[src/rtl/lock_access_sequencer_if.sv]
// Front-panel / datapath signal bundle for lock_access_sequencer.
// master: front panel + datapath side (drives buttons and LOCK_IN, observes strobes).
// slave : the sequencer (observes buttons and LOCK_IN, drives strobes and status).
//   OPEN_BTN/CLOSE_BTN/SET_BTN : raw button levels
//   KEY_ACT                    : any digit key pressed (activity)
//   LOCK_IN                    : datapath LOCK flag
//   OPEN_P/CLOSE_P/SET_P       : one-cycle strobes to the datapath
//   LOCKOUT/ALARM/FAIL_CNT     : status
interface lock_access_sequencer_if #(
    parameter int unsigned MAX_TRIES = 3
);
    localparam int unsigned CNT_W = $clog2(MAX_TRIES + 1);

    logic             OPEN_BTN;
    logic             CLOSE_BTN;
    logic             SET_BTN;
    logic             KEY_ACT;
    logic             LOCK_IN;
    logic             OPEN_P;
    logic             CLOSE_P;
    logic             SET_P;
    logic             LOCKOUT;
    logic             ALARM;
    logic [CNT_W-1:0] FAIL_CNT;

    modport master (
        output OPEN_BTN, CLOSE_BTN, SET_BTN, KEY_ACT, LOCK_IN,
        input  OPEN_P, CLOSE_P, SET_P, LOCKOUT, ALARM, FAIL_CNT
    );

    modport slave (
        input  OPEN_BTN, CLOSE_BTN, SET_BTN, KEY_ACT, LOCK_IN,
        output OPEN_P, CLOSE_P, SET_P, LOCKOUT, ALARM, FAIL_CNT
    );
endinterface

[src/rtl/lock_access_sequencer.sv]
// Keypad lock access sequencer: converts raw OPEN/CLOSE/SET button levels into
// single-cycle strobes for the lock datapath, counts consecutive failed opens,
// enforces a timed lockout after MAX_TRIES failures and auto-relocks after idle time.
// Ports:
//   CLK   : clock, posedge
//   RESET : synchronous active-high reset
//   bus   : lock_access_sequencer_if.slave (buttons, KEY_ACT, LOCK_IN in;
//           OPEN_P/CLOSE_P/SET_P strobes, LOCKOUT, ALARM, FAIL_CNT out)
// Build option: define LOCK_ACCESS_ALARM_EN to replace the timed lockout with a
// sticky ALARM state that only RESET clears.
module lock_access_sequencer #(
    parameter int unsigned MAX_TRIES         = 3,
    parameter int unsigned PENALTY_CYCLES    = 1000,
    parameter int unsigned AUTO_CLOSE_CYCLES = 5000,
    parameter int unsigned TMR_W             = 16
) (
    input logic                    CLK,
    input logic                    RESET,
    lock_access_sequencer_if.slave bus
);
    localparam int unsigned CNT_W = $clog2(MAX_TRIES + 1);

    typedef enum logic [2:0] {
        ST_IDLE     = 3'd0,
        ST_CHECK    = 3'd1,
        ST_UNLOCKED = 3'd2,
        ST_PENALTY  = 3'd3
`ifdef LOCK_ACCESS_ALARM_EN
        , ST_ALARM  = 3'd4
`endif
    } state_t;

    state_t           state_q, state_d;
    logic [TMR_W-1:0] timer_q, timer_d;
    logic [CNT_W-1:0] fail_q, fail_d, fail_inc;
    logic             open_q, close_q, set_q;
    logic             open_d, close_d, set_d;
    logic             lockout_q, lockout_d;
    logic             open_btn_q, close_btn_q, set_btn_q;
    logic             open_edge, close_edge, set_edge;
`ifdef LOCK_ACCESS_ALARM_EN
    logic             alarm_q, alarm_d;
`endif

    // 0->1 button transitions
    assign open_edge  = bus.OPEN_BTN  & ~open_btn_q;
    assign close_edge = bus.CLOSE_BTN & ~close_btn_q;
    assign set_edge   = bus.SET_BTN   & ~set_btn_q;

    // Next state, counters and strobes; timers expire on the cycle they step 1 -> 0
    always_comb begin
        state_d  = state_q;
        timer_d  = timer_q;
        fail_d   = fail_q;
        open_d   = 1'b0;
        close_d  = 1'b0;
        set_d    = 1'b0;
        fail_inc = (fail_q == CNT_W'(MAX_TRIES)) ? fail_q : fail_q + CNT_W'(1);

        case (state_q)
            ST_IDLE: begin
                if (close_edge) begin
                    close_d = 1'b1;
                    timer_d = '0;
                end else if (open_edge) begin
                    open_d  = 1'b1;
                    state_d = ST_CHECK;
                end
            end
            ST_CHECK: begin
                if (close_edge) begin
                    close_d = 1'b1;
                    timer_d = '0;
                    state_d = ST_IDLE;
                end else if (bus.LOCK_IN) begin
                    fail_d  = '0;
                    timer_d = TMR_W'(AUTO_CLOSE_CYCLES);
                    state_d = ST_UNLOCKED;
                end else begin
                    fail_d = fail_inc;
                    if (fail_inc == CNT_W'(MAX_TRIES)) begin
`ifdef LOCK_ACCESS_ALARM_EN
                        state_d = ST_ALARM;
`else
                        timer_d = TMR_W'(PENALTY_CYCLES);
                        state_d = ST_PENALTY;
`endif
                    end else begin
                        state_d = ST_IDLE;
                    end
                end
            end
            ST_UNLOCKED: begin
                if (close_edge) begin
                    close_d = 1'b1;
                    timer_d = '0;
                    state_d = ST_IDLE;
                end else begin
                    set_d = set_edge;
                    if (bus.KEY_ACT || set_edge) begin
                        timer_d = TMR_W'(AUTO_CLOSE_CYCLES);
                    end else if (AUTO_CLOSE_CYCLES != 0) begin
                        if (timer_q <= TMR_W'(1)) begin
                            close_d = 1'b1;
                            timer_d = '0;
                            state_d = ST_IDLE;
                        end else begin
                            timer_d = timer_q - TMR_W'(1);
                        end
                    end
                end
            end
            ST_PENALTY: begin
                close_d = close_edge;
                if (timer_q <= TMR_W'(1)) begin
                    timer_d = '0;
                    fail_d  = '0;
                    state_d = ST_IDLE;
                end else begin
                    timer_d = timer_q - TMR_W'(1);
                end
            end
`ifdef LOCK_ACCESS_ALARM_EN
            ST_ALARM: begin
                state_d = ST_ALARM;
            end
`endif
            default: begin
                state_d = ST_IDLE;
                timer_d = '0;
            end
        endcase

`ifdef LOCK_ACCESS_ALARM_EN
        alarm_d   = (state_d == ST_ALARM);
        lockout_d = (state_d == ST_PENALTY) || (state_d == ST_ALARM);
`else
        lockout_d = (state_d == ST_PENALTY);
`endif
    end

    // State, counters, registered outputs and button history
    always_ff @(posedge CLK) begin
        if (RESET) begin
            state_q     <= ST_IDLE;
            timer_q     <= '0;
            fail_q      <= '0;
            open_q      <= 1'b0;
            close_q     <= 1'b0;
            set_q       <= 1'b0;
            lockout_q   <= 1'b0;
            open_btn_q  <= 1'b0;
            close_btn_q <= 1'b0;
            set_btn_q   <= 1'b0;
`ifdef LOCK_ACCESS_ALARM_EN
            alarm_q     <= 1'b0;
`endif
        end else begin
            state_q     <= state_d;
            timer_q     <= timer_d;
            fail_q      <= fail_d;
            open_q      <= open_d;
            close_q     <= close_d;
            set_q       <= set_d;
            lockout_q   <= lockout_d;
            open_btn_q  <= bus.OPEN_BTN;
            close_btn_q <= bus.CLOSE_BTN;
            set_btn_q   <= bus.SET_BTN;
`ifdef LOCK_ACCESS_ALARM_EN
            alarm_q     <= alarm_d;
`endif
        end
    end

    assign bus.OPEN_P   = open_q;
    assign bus.CLOSE_P  = close_q;
    assign bus.SET_P    = set_q;
    assign bus.LOCKOUT  = lockout_q;
    assign bus.FAIL_CNT = fail_q;
`ifdef LOCK_ACCESS_ALARM_EN
    assign bus.ALARM    = alarm_q;
`else
    assign bus.ALARM    = 1'b0;
`endif
endmodule

[src/flat_wrapper.sv]
// flat-port wrapper written by rule: the top's interface ports become plain ports
module lock_access_sequencer_flat 
#(
    parameter int unsigned MAX_TRIES         = 3,
    parameter int unsigned PENALTY_CYCLES    = 1000,
    parameter int unsigned AUTO_CLOSE_CYCLES = 5000,
    parameter int unsigned TMR_W             = 16
)
  (CLK, RESET, bus_OPEN_BTN, bus_CLOSE_BTN, bus_SET_BTN, bus_KEY_ACT, bus_LOCK_IN, bus_OPEN_P, bus_CLOSE_P, bus_SET_P, bus_LOCKOUT, bus_ALARM, bus_FAIL_CNT);
  lock_access_sequencer_if #(.MAX_TRIES(MAX_TRIES)) bus_i ();
  input logic CLK;
  input logic RESET;
  input wire logic [$bits(bus_i.OPEN_BTN)-1:0] bus_OPEN_BTN;
  input wire logic [$bits(bus_i.CLOSE_BTN)-1:0] bus_CLOSE_BTN;
  input wire logic [$bits(bus_i.SET_BTN)-1:0] bus_SET_BTN;
  input wire logic [$bits(bus_i.KEY_ACT)-1:0] bus_KEY_ACT;
  input wire logic [$bits(bus_i.LOCK_IN)-1:0] bus_LOCK_IN;
  output wire logic [$bits(bus_i.OPEN_P)-1:0] bus_OPEN_P;
  output wire logic [$bits(bus_i.CLOSE_P)-1:0] bus_CLOSE_P;
  output wire logic [$bits(bus_i.SET_P)-1:0] bus_SET_P;
  output wire logic [$bits(bus_i.LOCKOUT)-1:0] bus_LOCKOUT;
  output wire logic [$bits(bus_i.ALARM)-1:0] bus_ALARM;
  output wire logic [$bits(bus_i.FAIL_CNT)-1:0] bus_FAIL_CNT;
  assign bus_i.OPEN_BTN = bus_OPEN_BTN;
  assign bus_i.CLOSE_BTN = bus_CLOSE_BTN;
  assign bus_i.SET_BTN = bus_SET_BTN;
  assign bus_i.KEY_ACT = bus_KEY_ACT;
  assign bus_i.LOCK_IN = bus_LOCK_IN;
  assign bus_OPEN_P = bus_i.OPEN_P;
  assign bus_CLOSE_P = bus_i.CLOSE_P;
  assign bus_SET_P = bus_i.SET_P;
  assign bus_LOCKOUT = bus_i.LOCKOUT;
  assign bus_ALARM = bus_i.ALARM;
  assign bus_FAIL_CNT = bus_i.FAIL_CNT;
  lock_access_sequencer #(.MAX_TRIES(MAX_TRIES), .PENALTY_CYCLES(PENALTY_CYCLES), .AUTO_CLOSE_CYCLES(AUTO_CLOSE_CYCLES), .TMR_W(TMR_W)) u_core (.CLK(CLK), .RESET(RESET), .bus(bus_i));
endmodule
[config.mk]
export PLATFORM = sky130hd
export DESIGN_NAME = lock_access_sequencer_flat
export DESIGN_NICKNAME = d
export VERILOG_FILES = /design/src/rtl/lock_access_sequencer_if.sv /design/src/rtl/lock_access_sequencer.sv /design/src/flat_wrapper.sv
export SDC_FILE = /design/constraint.sdc
export NUM_CORES = 1
export LEC_CHECK = 0
export BUFFER_PORTS_ARGS = -buffer_cell sky130_fd_sc_hd__buf_2
export CAP_MARGIN = 40
export CORE_MARGIN = 1
export CORE_UTILIZATION = 35
export DETAILED_ROUTE_END_ITERATION = 7
export PLACE_DENSITY = 0.57
export SYNTH_ARGS = -nofsm -noshare
export SYNTH_HDL_FRONTEND = slang
export SYNTH_SLANG_ARGS = --single-unit
[constraint.sdc]
create_clock -name CLK -period 2.3 [get_ports CLK]
set_input_delay 0.115 -clock CLK [delete_from_list [all_inputs] [get_ports CLK]]
set_output_delay 0.115 -clock CLK [all_outputs]
set_load 0.01 [all_outputs]
==> flow_summary.toml <==
[clock_network]
h-tree-depth = 1
clock_sinks = 28
post_cts_buffers = 0
cts_buffers = 3
cts_buffer_depth = 2
clockRootBuffer = "clkbuf_8"
cts_hold_buf = 0
clk-insertion-delay-late_ps = 280
cts_tree = "done"
cts_resized = 0
clkSlewWorstSetupHoldPaths_ps = 100

[synthesis]
yosysTopAreaCellShare = 0.363
yosysMostFrequentCell = "dfxtp_1"
syn-cell-area_um2 = 1540
synthTopCellsByArea = "dfxtp_1 (36%), nand2_1 (4.9%), nor2_1 (3.6%), a21oi_1 (3.2%), a31oi_1 (3.2%)"
synth-seq-cells = 28
synth_seq_area_share = 0.363
synth_cell_types = 53
ys_top_cells_by_count = "dfxtp_1 (28), nand2_1 (20), nor2_1 (15)"
syn_inst = 188
synth-edff-count = 0
yosys_warnings = 0
ys.flop_type = "dfxtp_1"
yosys.area.top_type = "dfxtp_1"
syn_avg_cell_area_um2 = 8.21
async_reset_ff_frac = 0

[setup_path]
critPathRequiredTime_ps = 2510
crit_slowest_cell = "or3b_4"
crit_type = "reg2reg"
startpoint_type = "flop"
critical_path.cell_chain = "inv_1, ha_1, or3b_4, or4_1, or4_1, a31oi_1"
worstSetupEndpointType = "flop"
critPathMostFrequentCell = "or4_1"
max_stage_delay_ps = 420
crit_fanout = 6
arrival_ps = 2300

[floorplan]
core_area_um2 = 4120
ios = 14
die_area_um2 = 4680
die_y_um = 68.4
start_util = 0.375
num_rows = 23
die_width_um = 68.4

[pwr]
p_leak_nw = 0.662
pwr-share-seq = 0.565
power_density_nw_per_um2 = 511
p_int_uw = 673
sw_frac_of_total = 0.235
peakVddDrop_mv = 0.235
clockPowerShare = 0.352
p_total_uw = 880
comb_power_share = 0.083
p_switching_uw = 207

[grt]
grt_max_degree = 27
grt_pass1_vias = 1279
antenna_found_initial = 0
use_met2 = 0.266
use_met1 = 0.243
grt.total_usage = 0.177
grtUsageMet3 = 0.0367
busiest_layer = "met2"
grt-ovfl-total = 0
grt_pass1_wl_um = 6130

[layout]
syn_to_final_growth_pct = 11.6
drive_above_1_share = 0.170
nets = 210
n_antenna_cell = 0

[detailed_routing]
drt-initial-drc-count = 46
routed_wl_um = 3630
num_vias = 1430
dr.pass1.iters = 4
via_per_inst = 5.72
drcViolationCount = 0
avgRoutedWirePerCell_um = 14.5
ant_nets = 0

[sta]
maxSlewViolCount = 0
hold_violations = 0
clock_skew_ps = 6.55
relSlewSlack = 0.576
final.min_clock_period_ps = 2080
rsz0062_at_grt = "false"
finalCritPeriodShare = 0.906
setup_viol = 0
worst_pin_slew_ps = 629
fmax_mhz = 480
finalSetupTns_ps = 0

[placement]
dpl.hpwl_um = 2660
place_congestion = 0.810
numPortBuffers = 12

[status]
status = "complete, no violations"

[min_path]
hold_class = "in2reg"

[job]
drv_cap = 0
sequential cells by signal, summed over array words and instances, names as in the netlist:
register,count
u_core.bus.LOCKOUT,1
u_core.bus.FAIL_CNT,2
u_core.bus.OPEN_P,1
u_core.close_btn_q,1
u_core.bus.CLOSE_P,1
u_core.timer_q,16
u_core.state_q,3
u_core.set_btn_q,1
u_core.bus.SET_P,1
u_core.open_btn_q,1
final timing paths:
check / from / end / slack [ps] / cells past startpoint
worst max-delay path: u_core.timer_q[0]$_SDFFE_PP0P_ / u_core.timer_q[14]$_SDFFE_PP0P_ / 220 / 6
worst min-delay path: bus_CLOSE_BTN / u_core.close_btn_q$_SDFF_PP0_ / 60 / 2
worst max register to register: u_core.timer_q[0]$_SDFFE_PP0P_ / u_core.timer_q[14]$_SDFFE_PP0P_ / 220 / 6
worst min register to register: u_core.bus.FAIL_CNT[0]$_SDFFE_PP0P_ / u_core.bus.FAIL_CNT[0]$_SDFFE_PP0P_ / 490 / 2
metal layers:
metal  vias to the layer above  part of all wire
li1                        714                 -
met5                         -                 0
met3                         4             0.052
met1                       679              0.48
met2                        33              0.45
met4                         0             0.011
final cells by class:
| type | instances | area [µm²] |
|---|---|---|
| well taps | 50 | 62.6 |
| fillers | 413 | 2390 |
| inverters | 5 | 18.8 |
| repair buffers | 19 | 116 |
| clock buffers | 4 | 55.1 |
| flip-flops and latches | 28 | 561 |
| multi-input cells | 144 | 910 |
power by group through the flow:
| stage | combinational [mW] | clock [mW] | sequential (mW) |
|---|---|---|---|
| finish | 0.0729 | 0.310 | 0.497 |
| global route | 0.0796 | 0.346 | 0.498 |
| floorplan | 0.0489 | 0 | 0.505 |
| detailed placement | 0.0718 | 0 | 0.508 |
| global placement | 0.0694 | 0 | 0.508 |
| CTS | 0.0722 | 0.321 | 0.497 |
per-stage QoR:
| stage | setup slack, ps | area, µm² | utilization | cells | hold WS, ps |
|---|---|---|---|---|---|
| 5_1_grt | 35.5 | 1720 | 0.419 | 250 | 68.9 |
| 2_1_floorplan | 327 | 1550 | - | 189 | 231 |
| 6_report | 215 | 1720 | 0.419 | 250 | 64.5 |
| 4_1_cts | 214 | 1720 | 0.419 | 250 | 57.1 |
| 3_3_place_gp | 256 | 1660 | 0.403 | 245 | 351 |
| 3_5_place_dp | 240 | 1670 | 0.405 | 246 | 357 |
critical path: cells and delay by family (launching register included):
kind,cells,cell delay (ps)
simple gates,3,1200
compound gates,1,160
fa+ha+maj,1,200
flops,1,380
buf+inv,1,80
cell families after synthesis:
family,share of synthesized area
other,0.00243
flip-flops,0.363
AND/OR/NAND/NOR,0.335
AO/OA/AOI/OAI,0.203
adder cells (fa/ha/maj),0.0162
buffers and inverters,0.0502
XOR/XNOR,0.0227
multiplexers,0.00648
placed cells by master (no fill, tap or decap), types with 3 or more instances in the layout:
master	Yosys	final
dfxtp_1	28	28
nand2_1	20	20
nor2_1	15	15
buf_2	2	12
a21oi_1	10	10
nor3_1	9	9
a31oi_1	8	8
nand3_1	6	6
buf_4	1	6
inv_1	5	5
nand2b_1	5	5
nor2b_1	5	5
or3_1	4	4
nor4_1	4	4
o21ai_0	4	4
or4_1	4	4
clkbuf_8	0	4
nor4_2	3	3
nand3b_1	3	3
o22ai_1	3	3
a2bb2oi_1	3	3
Power figures use the tool's default switching activity.
